`src/rtl/meas_result_fifo.sv`:
```
// meas_result_fifo
//   Captures the summed measurement count at the end of each gate window,
//   once the count has settled, and buffers it in a first-word-fall-through
//   FIFO so the SPI readout can drain back-to-back results.
//
// Optional feature macro: MEAS_FIFO_SEQ_EN
//   defined   -> sequence counter and per-entry sequence storage are built,
//                seq_out carries the head entry's sequence number
//   undefined -> no sequence storage, seq_out is tied to 0
//
// Ports
//   clk          system clock
//   reset        asynchronous, active-high
//   sample_gate  gate window, asynchronous to clk
//   count_in     measurement count, stable once the gate has closed
//   pop          consume the head entry
//   clear_flags  clear the sticky overflow / missed flags
//   data_out     head entry count (valid while rd_valid)
//   seq_out      head entry sequence number (valid while rd_valid)
//   rd_valid     FIFO not empty
//   level        number of stored entries
//   overflow     sticky: a result was dropped because the FIFO was full
//   missed       sticky: a capture was aborted because the gate reopened
//   meas_busy    a measurement is in progress (gate open, settling, writing)
module meas_result_fifo #(
  parameter int DATA_W     = 32,
  parameter int DEPTH      = 8,
  parameter int SEQ_W      = 8,
  parameter int SETTLE_CYC = 4
) (
  input  logic                     clk,
  input  logic                     reset,
  input  logic                     sample_gate,
  input  logic [DATA_W-1:0]        count_in,
  input  logic                     pop,
  input  logic                     clear_flags,
  output logic [DATA_W-1:0]        data_out,
  output logic [SEQ_W-1:0]         seq_out,
  output logic                     rd_valid,
  output logic [$clog2(DEPTH):0]   level,
  output logic                     overflow,
  output logic                     missed,
  output logic                     meas_busy
);

  localparam int AW = $clog2(DEPTH);

  typedef enum logic [1:0] {IDLE, GATE_OPEN, SETTLE, WRITE} state_t;

  state_t state, state_next;
  logic [3:0] settle_cnt, settle_cnt_next;
  logic       do_write, do_abort;

  // Gate synchronizer (p0, p1) plus a delayed copy (p2) for edge detection
  logic gate_p0, gate_p1, gate_p2;
  logic gate_rise, gate_fall;

  always_ff @(posedge clk or posedge reset) begin
    if (reset) begin
      gate_p0 <= 1'b0;
      gate_p1 <= 1'b0;
      gate_p2 <= 1'b0;
    end else begin
      gate_p0 <= sample_gate;
      gate_p1 <= gate_p0;
      gate_p2 <= gate_p1;
    end
  end

  assign gate_rise = gate_p1 & ~gate_p2;
  assign gate_fall = ~gate_p1 & gate_p2;

  // Measurement FSM
  always_ff @(posedge clk or posedge reset) begin
    if (reset) begin
      state      <= IDLE;
      settle_cnt <= 4'd0;
    end else begin
      state      <= state_next;
      settle_cnt <= settle_cnt_next;
    end
  end

  always_comb begin
    state_next      = state;
    settle_cnt_next = settle_cnt;
    do_write        = 1'b0;
    do_abort        = 1'b0;
    case (state)
      IDLE: begin
        if (gate_rise) state_next = GATE_OPEN;
      end
      GATE_OPEN: begin
        if (gate_fall) begin
          state_next      = SETTLE;
          settle_cnt_next = 4'(SETTLE_CYC);
        end
      end
      SETTLE: begin
        // A reopened gate means count_in is moving again: abandon this window.
        if (gate_p1) begin
          state_next = IDLE;
          do_abort   = 1'b1;
        end else if (settle_cnt == 4'd1) begin
          state_next = WRITE;
        end else begin
          settle_cnt_next = settle_cnt - 4'd1;
        end
      end
      WRITE: begin
        do_write   = 1'b1;
        state_next = IDLE;
      end
      default: state_next = IDLE;
    endcase
  end

  // FIFO pointers carry one extra wrap bit so full and empty are distinct
  logic [DATA_W-1:0] mem [DEPTH];
  logic [AW:0]       wr_cnt, rd_cnt, wr_cnt_next, rd_cnt_next, fill;
  logic [AW-1:0]     rd_addr_next;
  logic              full, empty, pop_eff, push_eff, drop, bypass;

  assign fill     = wr_cnt - rd_cnt;
  assign full     = (fill == (AW+1)'(DEPTH));
  assign empty    = (fill == '0);
  assign pop_eff  = pop & ~empty;
  assign push_eff = do_write & (~full | pop_eff);
  assign drop     = do_write & full & ~pop_eff;

  assign wr_cnt_next  = push_eff ? wr_cnt + (AW+1)'(1) : wr_cnt;
  assign rd_cnt_next  = pop_eff  ? rd_cnt + (AW+1)'(1) : rd_cnt;
  assign rd_addr_next = rd_cnt_next[AW-1:0];
  // The entry being written becomes the head in the same edge when it lands
  // in the slot the read pointer is about to point at.
  assign bypass = push_eff && (wr_cnt[AW-1:0] == rd_addr_next);

  always_ff @(posedge clk) begin
    if (push_eff) mem[wr_cnt[AW-1:0]] <= count_in;
  end

  always_ff @(posedge clk or posedge reset) begin
    if (reset) begin
      wr_cnt    <= '0;
      rd_cnt    <= '0;
      level     <= '0;
      rd_valid  <= 1'b0;
      data_out  <= '0;
      overflow  <= 1'b0;
      missed    <= 1'b0;
      meas_busy <= 1'b0;
    end else begin
      wr_cnt    <= wr_cnt_next;
      rd_cnt    <= rd_cnt_next;
      level     <= wr_cnt_next - rd_cnt_next;
      rd_valid  <= (wr_cnt_next != rd_cnt_next);
      if (wr_cnt_next != rd_cnt_next)
        data_out <= bypass ? count_in : mem[rd_addr_next];
      overflow  <= drop     | (overflow & ~clear_flags);
      missed    <= do_abort | (missed   & ~clear_flags);
      meas_busy <= (state_next != IDLE);
    end
  end

`ifdef MEAS_FIFO_SEQ_EN
  logic [SEQ_W-1:0] seq_cnt;
  logic [SEQ_W-1:0] seq_mem [DEPTH];

  always_ff @(posedge clk) begin
    if (push_eff) seq_mem[wr_cnt[AW-1:0]] <= seq_cnt;
  end

  // Every finished or aborted measurement consumes a sequence number,
  // including ones dropped on overflow.
  always_ff @(posedge clk or posedge reset) begin
    if (reset) begin
      seq_cnt <= '0;
      seq_out <= '0;
    end else begin
      if (do_write | do_abort) seq_cnt <= seq_cnt + SEQ_W'(1);
      if (wr_cnt_next != rd_cnt_next)
        seq_out <= bypass ? seq_cnt : seq_mem[rd_addr_next];
    end
  end
`else
  assign seq_out = '0;
`endif

endmodule
```
`config.mk`:
```
export PLATFORM = sky130hd
export DESIGN_NAME = meas_result_fifo
export DESIGN_NICKNAME = d
export VERILOG_FILES = /design/src/rtl/meas_result_fifo.sv
export SDC_FILE = /design/constraint.sdc
export NUM_CORES = 1
export LEC_CHECK = 0
export ABC_AREA = 1
export CORE_MARGIN = 1.5
export CORE_UTILIZATION = 65
export CTS_BUF_LIST = sky130_fd_sc_hd__clkbuf_8
export CTS_CLUSTER_SIZE = 14
export DETAILED_ROUTE_END_ITERATION = 12
export PLACE_DENSITY = 0.86
export SYNTH_ARGS = -nofsm -noshare
export SYNTH_HDL_FRONTEND = slang
export SYNTH_SLANG_ARGS = --single-unit
```
`constraint.sdc`:
```
create_clock -name clk -period 9.3 [get_ports clk]
set_clock_uncertainty 0.05 [all_clocks]
set_input_delay 2.325 -clock clk [delete_from_list [all_inputs] [get_ports clk]]
set_output_delay 2.325 -clock clk [all_outputs]
set_load 0.02 [all_outputs]
```
==> flow_metrics.tcl <==
set metrics [dict create \
    setup_tns_ns 0 \
    place.gp.congestion 0.8110 \
    ys.flop_type "edfxtp_1" \
    internal_power_mw 3.004 \
    start_util_pct 66.17 \
    worst_setup_path_end_kind "register" \
    io_buffers 76 \
    drt-vias-per-instance 5.971 \
    reg2reg_from "wr_cnt[2]$_DFF_PP0_" \
    cts_buffer_depth 3 \
    hpwl_um 17570 \
    synth_top_family_by_area "simple AND/OR/NAND/NOR gates" \
    synthAdderAreaFrac_pct 1.008 \
    relSlewSlack_pct 17.93 \
    tightest_slew_ns 1.228 \
    crit_type "primary input to register" \
    drcViolationCount 0 \
    io_pins 85 \
    grt_pass1_vias 10504 \
    synth_xor_area_share_pct 0.3042 \
    yosysSeqAreaShare_pct 63.31 \
    wl_um 33990 \
    numClockSinks 313 \
    power_mw 5.274 \
    r2r_end "data_out[18]$_DFFE_PP0N_" \
    rsz0062_at_grt "no" \
    switchingPower_mw 2.269 \
    synth_compound_area_share_pct 0.9039 \
    insertion_delay_ns 0.57 \
    path_cells "clkdlybuf4s50_1 > nand3_4 > nand3_1 > nand2_1 > nor2_4 > nand3_2 > nand3_1 > nand2_1 > nand2_1 > nand2_1" \
    hold_violations 0 \
    fin_crit_sh_pct 67.48 \
    netlist-cell-type-count 40 \
    grt_max_degree 95 \
    cap_violations 0 \
    synth_top_area_share_pct 53.40 \
    fmax_ghz 0.1593 \
    ir_drop_uv 244.2 \
    first_pass_iters 5 \
    holdPathEnd "gate_p1$_DFF_PP0_" \
    syn_inst 1397 \
    syn_to_final_growth_pct 11.95 \
    die_w_um 151.8 \
    crit_path_max_fanout 69 \
    crit_top_cell "nand2_1" \
    routedWlPerCell_um 19.23 \
    ctsHoldBuffers 0 \
    period_minus_slack_ns 6.276 \
    maxSlewViolCount 0 \
    synth_edf_count 256 \
    utilization_pct 74.08 \
    seqPwrFrac_pct 33.6 \
    drt_iter0_drc 1121 \
    hold_depth 0 \
    crit_path_max_incr_delay_ns 1.06 \
    r2r_slack_ns 4.06 \
    cts_tree "yes" \
    dieHeight_um 151.8 \
    worst_ep_required_time_ns 9.70 \
    synthMuxAreaShare_pct 0 \
    worstPathArrival_ns 6.67 \
    synth_largest_area_cell "edfxtp_1" \
    hp-class "register to register" \
    drtAntennaViolNets 0 \
    cp_num_buf_inv 1 \
    power_frac_comb_pct 45.7 \
    ys_seq_elements 313 \
    clock-root-buffer "clkbuf_8" \
    async_flop_share_pct 18.21 \
    dieArea_sq_um 23050 \
    synthTopCellsByArea "edfxtp_1, nand3_1, dfrtp_1, nand2_1, inv_1" \
    cp-start-kind "primary input" \
    n_antenna_cell 0 \
    crit_family "simple AND/OR/NAND/NOR gates" \
    status "finished, final reports clean" \
    setup_violations 0 \
    syn_area_sq_um 14400 \
    cts_made_buffers 48 \
    synthSimpleGateAreaFrac_pct 24.85 \
    leakage_nw 6.870 \
    dpl-instance-area_sq_um 15180 \
    gr-total-overflow 0 \
    design_area_sq_um 16120 \
    r2r_cells 16 \
    path_clk_slew_ns 0.06 \
    cp_slowest_cell "nand3_2" \
    coreArea_sq_um 21760 \
    final_common_cell "nand3_1" \
    postCtsSetupBuffers 0 \
    p_clk_share_pct 20.7 \
    rows 54 \
    cts_resized 0 \
    cts_htree_levels 2 \
    fin_nets 1495 \
    grt_pass1_wl_um 54170 \
    dr_total_vias 10551 \
    antenna_found_initial 0 \
    syn_area_per_cell_sq_um 10.31 \
    grt_usage_pct 29.61 \
    yosys_warnings 0 \
    final_cell_mix "nand3_1, nand2_1, edfxtp_1, inv_1, clkdlybuf4s50_1" \
    p_per_area_nw_per_um2 327.2 \
    hold_start "gate_p0$_DFF_PP0_" \
    drive_gt1_share_pct 7.465 \
    swShare_pct 43.03 \
]
## worst register-to-register path, cell delays in order, from the launching register on
cell	delay (ns)
dfrtp_1	0.47
ha_1	0.38
or2_1	0.26
nand3_1	0.11
nand2_1	0.11
o21ai_4	0.26
nand2_1	0.14
nand2_2	0.39
buf_4	0.63
inv_2	0.09
buf_4	0.41
ha_1	0.45
and3_1	0.17
buf_4	0.39
nand3_4	0.51
nand2_1	0.24
nand2_1	0.09
## layout make-up
class,instances,area (sq um)
inverter,229,859.6
tap,280,350.3
fill,1417,5639
multi-input combinational,767,4009
timing repair buffer,88,850.8
clock inverter,32,135.1
clock buffer,58,798.3
sequential,313,9114
## cell usage after synthesis, types with 2 or more instances
cell,instances
o21ai_0,5
inv_2,6
nand2_2,7
buf_1,6
buf_4,15
o211ai_1,2
a21oi_1,3
ha_1,10
o21ai_2,2
nand2_1,261
nand3_2,2
clkbuf_1,16
buf_2,52
dfrtp_1,57
buf_6,6
inv_1,223
nand4_1,64
xor2_1,5
nor2_1,13
edfxtp_1,256
nand3_1,304
nand3b_1,64
## metrics by stage
step / setup slack (ns) / hold slack (ns) / instances
after floorplan: 3.813 / 0.2812 / 1404
after detailed placement: 2.613 / 0.3147 / 1677
final: 3.024 / 0.3243 / 1767
after CTS: 3.193 / 0.3336 / 1767
after global routing: 2.903 / 0.3296 / 1767
after global placement: 2.816 / 0.2890 / 1677
## logic make-up after synthesis
family	count (synthesis)
AOI/OAI and AO/OA	19
xor gates and xnor gates	5
adders and majority gates	11
buffers and inverters	324
DFF	313
other	1
and+or+nand+nor	724
## power groups by stage
stage | Sequential, mW | Clock (mW) | Combinational [mW]
after global placement | 1.80 | 0 | 2.25
after CTS | 1.77 | 1.09 | 2.37
final | 1.77 | 1.09 | 2.41
after detailed placement | 1.80 | 0 | 2.35
after global routing | 1.78 | 1.15 | 2.65
after floorplan | 1.87 | 0 | 1.63
## flip-flops by register name, summed over array words and instances (netlist names)
register / cells
gate_p2: 1
settle_cnt: 4
gate_p1: 1
rd_valid: 1
rd_cnt: 4
gate_p0: 1
missed: 1
level: 4
meas_busy: 1
wr_cnt: 4
data_out: 32
state: 2
overflow: 1
mem: 256
## per-layer routing
layer	track usage (%)	routed length (um)	up-vias
met5	0	0	-
met2	48.44	16600	667
met3	5.277	3556	112
met4	13.87	1161	0
met1	38.93	12660	4968
li1	-	-	4804
## how the worst max path moves through the flow
stage / from / end / depth (start not counted)
after floorplan: pop / mem[6][0]$_DFFE_PP_ / 4
after global placement: pop / data_out[0]$_DFFE_PP0N_ / 12
after detailed placement: pop / data_out[18]$_DFFE_PP0N_ / 12
after CTS: pop / data_out[18]$_DFFE_PP0N_ / 12
after global routing: pop / data_out[18]$_DFFE_PP0N_ / 12
final: pop / data_out[17]$_DFFE_PP0N_ / 10
(Power assumes the default switching activity.)
